## src/rtl/output_storage_streamer.sv

```systemverilog
// Output storage for the PE-array psum path: a first-word-fall-through FIFO that
// streams a programmed number of beats over AXI4-Stream or feeds the head back to the first MAC.
module output_storage_streamer #(
   parameter int PSUM_W   = 32,
   parameter int AXI_M_DW = 32,
   parameter int DEPTH    = 16,
   parameter int CNT_W    = 16
) (
   input  logic                     CLK,
   input  logic                     RESET,
   input  logic [PSUM_W-1:0]        psum_in,
   input  logic                     wr_en,
   input  logic                     start,
   input  logic [CNT_W-1:0]         num_outputs,
   input  logic                     fb_pop,
   output logic [PSUM_W-1:0]        fb_data,
   output logic                     fb_valid,
   output logic [AXI_M_DW-1:0]      M_AXIS_TDATA,
   output logic                     M_AXIS_TVALID,
   input  logic                     M_AXIS_TREADY,
   output logic                     M_AXIS_TLAST,
   output logic                     full,
   output logic                     empty,
   output logic [$clog2(DEPTH):0]   count,
   output logic                     overflow,
   output logic                     done
);

   localparam int AW = $clog2(DEPTH);
   localparam logic [AW:0] DEPTH_C = (AW+1)'(DEPTH);

   generate
      if (AXI_M_DW != PSUM_W) begin : g_bad_width
         $error("output_storage_streamer: AXI_M_DW must equal PSUM_W");
      end
      if (DEPTH < 2 || (DEPTH & (DEPTH - 1)) != 0) begin : g_bad_depth
         $error("output_storage_streamer: DEPTH must be a power of two >= 2");
      end
   endgenerate

   typedef enum logic [1:0] {S_IDLE, S_STREAM, S_DONE} state_t;

   state_t            state_q, state_d;
   logic [AW:0]       wr_ptr_q, wr_ptr_d;
   logic [AW:0]       rd_ptr_q, rd_ptr_d;
   logic [AW:0]       count_q, count_d;
   logic [CNT_W-1:0]  remaining_q, remaining_d;
   logic              overflow_q, overflow_d;
   logic [PSUM_W-1:0] mem [DEPTH];

   logic              push, pop, drop, handshake;
   logic [PSUM_W-1:0] head;

   assign head          = mem[rd_ptr_q[AW-1:0]];
   assign empty         = (count_q == '0);
   assign full          = (count_q == DEPTH_C);
   assign count         = count_q;
   assign overflow      = overflow_q;
   assign done          = (state_q == S_DONE);
   assign M_AXIS_TVALID = (state_q == S_STREAM) && !empty;
   assign M_AXIS_TLAST  = M_AXIS_TVALID && (remaining_q == CNT_W'(1));
   assign M_AXIS_TDATA  = head;
   assign fb_valid      = (state_q == S_IDLE) && !empty;
   assign fb_data       = head;

   // Pop sources are exclusive by state, so a plain OR is safe.
   assign handshake = M_AXIS_TVALID && M_AXIS_TREADY;
   assign pop       = handshake || (fb_pop && fb_valid);
   assign push      = wr_en && (!full || pop);
   assign drop      = wr_en && full && !pop;

   always_comb begin
      state_d     = state_q;
      remaining_d = remaining_q;
      overflow_d  = overflow_q;
      wr_ptr_d    = wr_ptr_q + (AW+1)'(push);
      rd_ptr_d    = rd_ptr_q + (AW+1)'(pop);
      count_d     = count_q + (AW+1)'(push) - (AW+1)'(pop);
      case (state_q)
         S_IDLE: begin
            if (start) begin
               if (num_outputs != '0) begin
                  remaining_d = num_outputs;
                  overflow_d  = 1'b0;
                  state_d     = S_STREAM;
               end else begin
                  state_d = S_DONE;
               end
            end
         end
         S_STREAM: begin
            if (handshake) begin
               remaining_d = remaining_q - CNT_W'(1);
               if (remaining_q == CNT_W'(1)) state_d = S_DONE;
            end
         end
         default: state_d = S_IDLE;
      endcase
      if (drop) overflow_d = 1'b1;
   end

   always_ff @(posedge CLK) begin
      if (RESET) begin
         state_q     <= S_IDLE;
         wr_ptr_q    <= '0;
         rd_ptr_q    <= '0;
         count_q     <= '0;
         remaining_q <= '0;
         overflow_q  <= 1'b0;
      end else begin
         state_q     <= state_d;
         wr_ptr_q    <= wr_ptr_d;
         rd_ptr_q    <= rd_ptr_d;
         count_q     <= count_d;
         remaining_q <= remaining_d;
         overflow_q  <= overflow_d;
      end
   end

   // Storage carries no reset; stale entries are unreachable once pointers clear.
   always_ff @(posedge CLK) begin
      if (push && !RESET) mem[wr_ptr_q[AW-1:0]] <= psum_in;
   end

endmodule
```

## config.mk

```make
export PLATFORM = sky130hd
export DESIGN_NAME = output_storage_streamer
export DESIGN_NICKNAME = d
export VERILOG_FILES = /design/src/rtl/output_storage_streamer.sv
export SDC_FILE = /design/constraint.sdc
export NUM_CORES = 1
export LEC_CHECK = 0
export CAP_MARGIN = 25
export CORE_MARGIN = 2
export CORE_UTILIZATION = 45
export CTS_CLUSTER_SIZE = 16
export DETAILED_ROUTE_END_ITERATION = 8
export HOLD_SLACK_MARGIN = 0.12
export PLACE_DENSITY = 0.7
export SYNTH_ARGS = -nofsm -noshare
export SYNTH_HDL_FRONTEND = slang
export SYNTH_SLANG_ARGS = --single-unit
```

## constraint.sdc

```tcl
create_clock -name CLK -period 6.8 [get_ports CLK]
set_input_delay 1.36 -clock CLK [delete_from_list [all_inputs] [get_ports CLK]]
set_output_delay 1.36 -clock CLK [all_outputs]
set_load 0.1 [all_outputs]
```

==> run metrics, run 1 <==
cell depth of the worst setup path 4; number of standard-cell rows in the floorplan 79; path type of the worst min-delay path flip-flop to flip-flop; critical path start-end classification flip-flop to primary output; die extent in y 222 µm; Critical Path Start Type flip-flop; Arr. time, crit path 4.05 ns; vias in the first global route 10700; met1 routing resource usage after global routing 24.5%; library cell contributing the largest single delay on the critical path clkdlybuf4s50_1; end point of the worst hold path remaining_q[8]$_SDFFE_PP0P_; ranking of synthesized cells by instance count edfxtp_1, mux4_2, nand2_1, buf_4, dfxtp_1; average cell area after synthesis 21.4 µm²; maximum fanout along the worst path 70; number of cells in the finished layout apart from fillers 1780; max-cap violation count 0; upper clock frequency limit 0.185 GHz; root cell of the clock tree clkbuf_16; placed cell count 1682; Setup Viol. Count Final 0; CTS hold repair buffers 0; Synth Net Count 1063; clock-pin slew on the worst setup and hold paths 0.06 ns; worst path bufs/invs 2; clock buffer count from CTS 52; # H-tree levels 2; RSZ-0062 raised after global routing no; met2 layer usage reported by global route 29.3%; TritonCTS clock tree built; antenna violations before repair 4; vias after detailed routing 10300; Reg2Reg Launch Point state_q[0]$_SDFFE_PP0P_; CP Capture Type primary output; global placer's final weighted congestion 0.784; Max Buffers Root-to-Sink 3; pwr/cell area 400 nW/µm²; number of cells produced by synthesis 997; worst slew margin relative to its limit 34.3%; top_reg_cell synth edfxtp_1; Final Slew Violations 0; area growth from synthesis to layout 17.0%; mapped cell area 21400 µm²; Die Wd 222 µm; slack of the worst reg-to-reg path 2.83 ns; number of clock sinks seen by CTS 544; crit share post-route 79.6%; die footprint 49300 µm²; peak supply drop 0.453 mV; DR pass1 iterations 5; required time of the critical path 5.44 ns; count of unresolved DRC violations after routing 0; top-area cell type share of the netlist area 71.9%; r2r worst-path depth 6; flip-flop and latch count after synthesis 544; Detail Placement HPWL 24.4 mm; quantity of gates resized following cts 0; overall overflow remaining after global route 0; count of buffers added by post-CTS timing repair for setup 0; number of nets with antenna violations after detailed routing 0; first-pass GRT wire length 65.8 mm; Leakage 7.67 nW; effective utilization at floorplan 45.7%; count of cells along the worst hold path 2; minimum period implied by the final worst setup slack 5.41 ns; port buffer count 129; Ys Warns 0; number of nets in the layout 1197; largest net degree at the start of global routing 85; fraction of layout instances using a drive strength above 1 24.6%; skew final 0.0155 ns; Core Area 46800 µm²; most used routing layer in global routing met2; top cell type by total area after synthesis edfxtp_1; most used cell along the critical path mux4_2; family of cells with the greatest summed delay on the critical path buffers and inverters; global routing usage summed across all routing layers 17.8%; most numerous cell in the Yosys netlist edfxtp_1; library cells used by synthesis 45; number of antenna diodes 0; Final Hold Violating Endpoints 0; boundary pin count 130; main area contributors after synthesis edfxtp_1, mux4_2, dfxtp_1, buf_4, ha_1; DRT Wirelength 43.3 mm; average via count per standard cell 5.76; Iteration-0 DRC Markers 862; insertion delay of the later-clocked pin in the worst-skew pair 0.60 ns; routing usage on met3 3.31%; slew at the pin with the worst max-slew slack 0.983 ns; largest incremental delay on the critical path 1.00 ns; Setup TNS Final 0 ns; number of enable flip-flop cells after synthesis 512; outcome finished clean; share of synthesized registers carrying an async set or reset 0%; cell chain of the critical path buf_12, mux4_2, mux4_2, clkdlybuf4s50_1; reg-to-reg endpoint mem[2][15]$_DFFE_PP_; startpoint of the worst hold path remaining_q[8]$_SDFFE_PP0P_; share of the yosys chip area belonging to registers 74.9%; post-DR wirelength/cell 24.3 µm
-- state kept, by name, summed over array words and instances, names as in the netlist --
signal       flops
rd_ptr_q         4
remaining_q     16
mem            512
overflow         1
count            5
wr_ptr_q         4
state_q          2
-- cells by family (layout without fill, tap and decap cells) --
logic type / Yosys count / in the layout / share of synthesized area, %
adder cells (fa/ha/maj): 12 / 12 / 0.738
multiplexers: 162 / 162 / 17.0
flip-flops: 544 / 544 / 74.9
AO/OA/AOI/OAI: 62 / 62 / 1.87
XOR/XNOR: 8 / 8 / 0.328
AND/OR/NAND/NOR: 118 / 118 / 2.93
buffers and inverters: 91 / 267 / 2.25
-- per-layer routing --
metal / vias up / share of wire (%)
met3: 68 / 6.2
met5: - / 0.12
li1: 4408 / -
met2: 347 / 50
met4: 8 / 2.0
met1: 5428 / 42
-- report_power, final --
part / total, mW / switching [mW] / internal [mW]
Clock: 2.73 / 1.19 / 1.54
Sequential: 3.88 / 0.131 / 3.75
Combinational: 3.39 / 2.26 / 1.14
-- worst max-delay path by stage --
stage                            to              startpoint
6_report           M_AXIS_TDATA[29]  rd_ptr_q[0]$_SDFF_PP0_
5_1_grt                  fb_data[4]  rd_ptr_q[0]$_SDFF_PP0_
4_1_cts            M_AXIS_TDATA[29]  rd_ptr_q[0]$_SDFF_PP0_
3_5_place_dp   mem[2][15]$_DFFE_PP_           M_AXIS_TREADY
3_3_place_gp   mem[2][15]$_DFFE_PP_           M_AXIS_TREADY
2_1_floorplan   mem[8][0]$_DFFE_PP_     count[1]$_SDFF_PP0_
-- tightest hold or removal path, delay by kind of cell, from the launching register on --
family         cells  cell delay, ns
AO/OA/AOI/OAI      2            0.13
flip-flops         1            0.32
-- cell usage in the layout, fill, tap and decap left out, drive strengths merged, types with 2 or more instances in the layout --
cell           instances
mux2i                  2
nor2b                  8
ha                    11
nand2                 33
a21oi                 18
inv                   11
clkinv                22
dfxtp                 32
edfxtp               512
buf                   34
nor4                  12
bufinv                 3
o32ai                  5
o31a                   4
xor2                   3
o21a                   4
a211oi                 3
a21o                   2
nor3                  16
mux4                 160
a32oi                  3
clkinvlp               3
clkbuf                65
nand2b                 8
o21ai                 17
or3                    2
nand3                  5
xnor2                  5
clkdlybuf4s50        129
a31o                   2
nand4                  3
nor2                  24
-- metrics by stage --
stage / hold slack [ns] / utilization, % / instance area, µm² / total power, mW / worst slack, ns
finish: 0.494 / 53.5 / 25000 / 10.0 / 1.39
global route: 0.518 / 53.5 / 25000 / 10.3 / 1.20
CTS: 0.483 / 53.4 / 25000 / 10.1 / 1.31
floorplan: 0.449 / - / 21400 / 6.73 / 0.496
detailed placement: 0.471 / 50.0 / 23400 / 7.37 / 1.85
global placement: 0.467 / 49.9 / 23300 / 7.35 / 1.92
-- final cells by class --
| type | count | area, µm² |
|---|---|---|
| Tap cell | 607 | 759 |
| Fill cell | 3602 | 21700 |
| Multi-Input combinational cell | 362 | 4970 |
| Timing Repair Buffer | 163 | 1610 |
| Clock buffer | 65 | 1370 |
| Sequential cell | 544 | 16000 |
| Inverter | 8 | 30.0 |
| Clock inverter | 31 | 235 |
(Power assumes the default switching activity.)
==> run 2, diff against run 1 <==
==> constraint.sdc (replaced) <==
create_clock -name CLK -period 5.3 [get_ports CLK]
set_input_delay 1.06 -clock CLK [delete_from_list [all_inputs] [get_ports CLK]]
set_output_delay 1.06 -clock CLK [all_outputs]
set_load 0.1 [all_outputs]
==> run 2 against run 1 <==
Compared with the run above: routed wire length increased by 0.22%; sequential power is 28% higher; power increased by 29%; first-iteration DRC count grew 10%; count of clock-buffer cells in the layout increased by 3; clock skew grew 0.0040 ns; clock power is 30% higher; flip-flop and latch count stayed put; register-to-register slack worse by 0.98 ns; global-route usage is 0.058 points higher; hold slack got worse by 0.012 ns; design area rose by 0.17%.
==> run metrics, run 2 (same netlist as run 1, synthesis figures left out) <==
count of unresolved DRC violations after routing 0 (unchanged); CP Capture Type primary output; root cell of the clock tree clkbuf_16; CTS hold repair buffers 0 (unchanged); antenna violations before repair 1 (-3); crit share post-route 88.0%; clock buffer count from CTS 54 (+3.8%); vias after detailed routing 10200 (-0.57%); number of nets with antenna violations after detailed routing 0 (unchanged); effective utilization at floorplan 45.7% (unchanged); clock-pin slew on the worst setup and hold paths 0.06 ns (about the same); insertion delay of the later-clocked pin in the worst-skew pair 0.59 ns (about the same); critical path start-end classification flip-flop to primary output; Max Buffers Root-to-Sink 3 (unchanged); die extent in y 222 µm (unchanged); DR pass1 iterations 4 (-1); post-DR wirelength/cell 24.3 µm (about the same); required time of the critical path 4.24 ns (-1.20 ns); maximum fanout along the worst path 62 (-11%); # H-tree levels 2 (unchanged); number of nets in the layout 1205 (+0.67%); die footprint 49300 µm² (unchanged); average via count per standard cell 5.71 (-0.84%); number of standard-cell rows in the floorplan 79 (unchanged); Critical Path Start Type flip-flop; overall overflow remaining after global route 0 (unchanged); Leakage 7.85 nW (+2.3%); port buffer count 129 (unchanged); number of antenna diodes 0 (unchanged); quantity of gates resized following cts 0 (unchanged); count of buffers added by post-CTS timing repair for setup 0 (unchanged); Setup crit end M_AXIS_TDATA[31]; worst slew margin relative to its limit 33.8% (-0.48 points); reg-to-reg endpoint mem[2][4]$_DFFE_PP_; skew final 0.0195 ns (+0.00404 ns); path type of the worst min-delay path flip-flop to flip-flop; count of cells along the worst hold path 2 (unchanged); r2r worst-path depth 7 (+1); Cell Area, Placed 23400 µm² (+0.26%); RSZ-0062 raised after global routing no; switching power of the nets 4.63 mW (+29%); outcome finished clean; area growth from synthesis to layout 17.2%; pwr/cell area 515 nW/µm² (+29%); proportion of power drawn by combinational gates 34.1% (+0.2 points); largest net degree at the start of global routing 63 (-26%); flip-flop count of the largest register after layout 512 (unchanged); fraction of layout instances using a drive strength above 1 29.2% (+4.6 points); share of power burned in the clock network 27.5% (+0.2 points); Final Hold Violating Endpoints 0 (unchanged); DRT Wirelength 43.4 mm (+0.22%); Detail Placement HPWL 24.9 mm (+2.3%); TritonCTS clock tree built; Core Area 46800 µm² (unchanged); Die Wd 222 µm (unchanged); cell-internal power 8.26 mW (+29%); max-cap violation count 0 (unchanged); Setup Viol. Count Final 0 (unchanged); number of clock sinks seen by CTS 544 (unchanged); Sequential Power Share 38.4% (-0.4 points); minimum period implied by the final worst setup slack 4.66 ns; peak supply drop 0.288 mV (-36%); Iteration-0 DRC Markers 950 (+10%); global placer's final weighted congestion 0.764 (-2.5%); power after layout 12.9 mW (+29%); switching share of power 35.9% (+0.16 points); most frequent cells in the layout edfxtp_1, mux4_2, clkdlybuf4s50_1; upper clock frequency limit 0.215 GHz; Final Slew Violations 0 (unchanged); boundary pin count 130 (unchanged); Reg2Reg Launch Point state_q[0]$_SDFFE_PP0P_; global routing usage summed across all routing layers 17.9% (+0.058 points); vias in the first global route 10400 (-2.8%); first-pass GRT wire length 65.6 mm (-0.30%); launching instance or port of the critical path rd_ptr_q[1]$_SDFF_PP0_; most common library cell in the layout ignoring fill and taps edfxtp_1; slack of the worst reg-to-reg path 1.85 ns (-0.98 ns); post-layout instance area 25000 µm² (+0.17%); Arr. time, crit path 3.60 ns (-0.45 ns); slew at the pin with the worst max-slew slack 0.993 ns (+0.0103 ns)
==> run 2: worst min path at each step <==
stage / end / from
final: remaining_q[15]$_SDFFE_PP0P_ / remaining_q[15]$_SDFFE_PP0P_
after global routing: remaining_q[8]$_SDFFE_PP0P_ / remaining_q[8]$_SDFFE_PP0P_
after global placement: remaining_q[8]$_SDFFE_PP0P_ / remaining_q[8]$_SDFFE_PP0P_
after floorplan: remaining_q[8]$_SDFFE_PP0P_ / remaining_q[8]$_SDFFE_PP0P_
after detailed placement: remaining_q[15]$_SDFFE_PP0P_ / remaining_q[15]$_SDFFE_PP0P_
after CTS: remaining_q[15]$_SDFFE_PP0P_ / remaining_q[15]$_SDFFE_PP0P_
==> run 2: power by group through the flow <==
stage	combinational, mW	sequential [mW]	clock (mW)
CTS	4.45	4.96	3.63
global placement	4.39	5.05	0
finish	4.39	4.96	3.55
detailed placement	4.44	5.05	0
global route	4.59	4.97	3.80
floorplan	3.57	5.07	0
==> run 2: stage by stage <==
step | setup TNS, ns | hold slack (ns) | worst slack [ns] | cells | utilization [%]
5_1_grt | 0 | 0.517 | 0.497 | 1785 | 53.6
3_3_place_gp | 0 | 0.468 | 1.17 | 1689 | 50.0
6_report | 0 | 0.482 | 0.638 | 1785 | 53.6
2_1_floorplan | -47.12 | 0.449 | -0.736 | 997 | -
4_1_cts | 0 | 0.480 | 0.579 | 1785 | 53.6
3_5_place_dp | 0 | 0.472 | 1.16 | 1690 | 50.1
==> run 2: cell type report <==
cell class	count	area, µm²
inverters	8	30.0
clock inverters	27	218
flip-flops and latches	544	16000
repair buffers	169	1560
multi-input cells	362	5040
well taps	607	759
clock buffers	68	1400
fillers	3498	21700
==> run 2: critical path, cell delays in order, from the launching register on <==
cell and delay, ns:
dfxtp_4 0.99, buf_4 0.77, mux4_2 0.43, mux4_2 0.53, buf_4 0.26
==> run 2: per-layer routing <==
metal	share of wire, %	GRT usage [%]	vias to the layer above
li1	-	-	4425
met1	42	24.2	5423
met2	50	30.0	297
met3	5.8	3.84	56
met4	1.6	3.97	0
met5	0	0	-
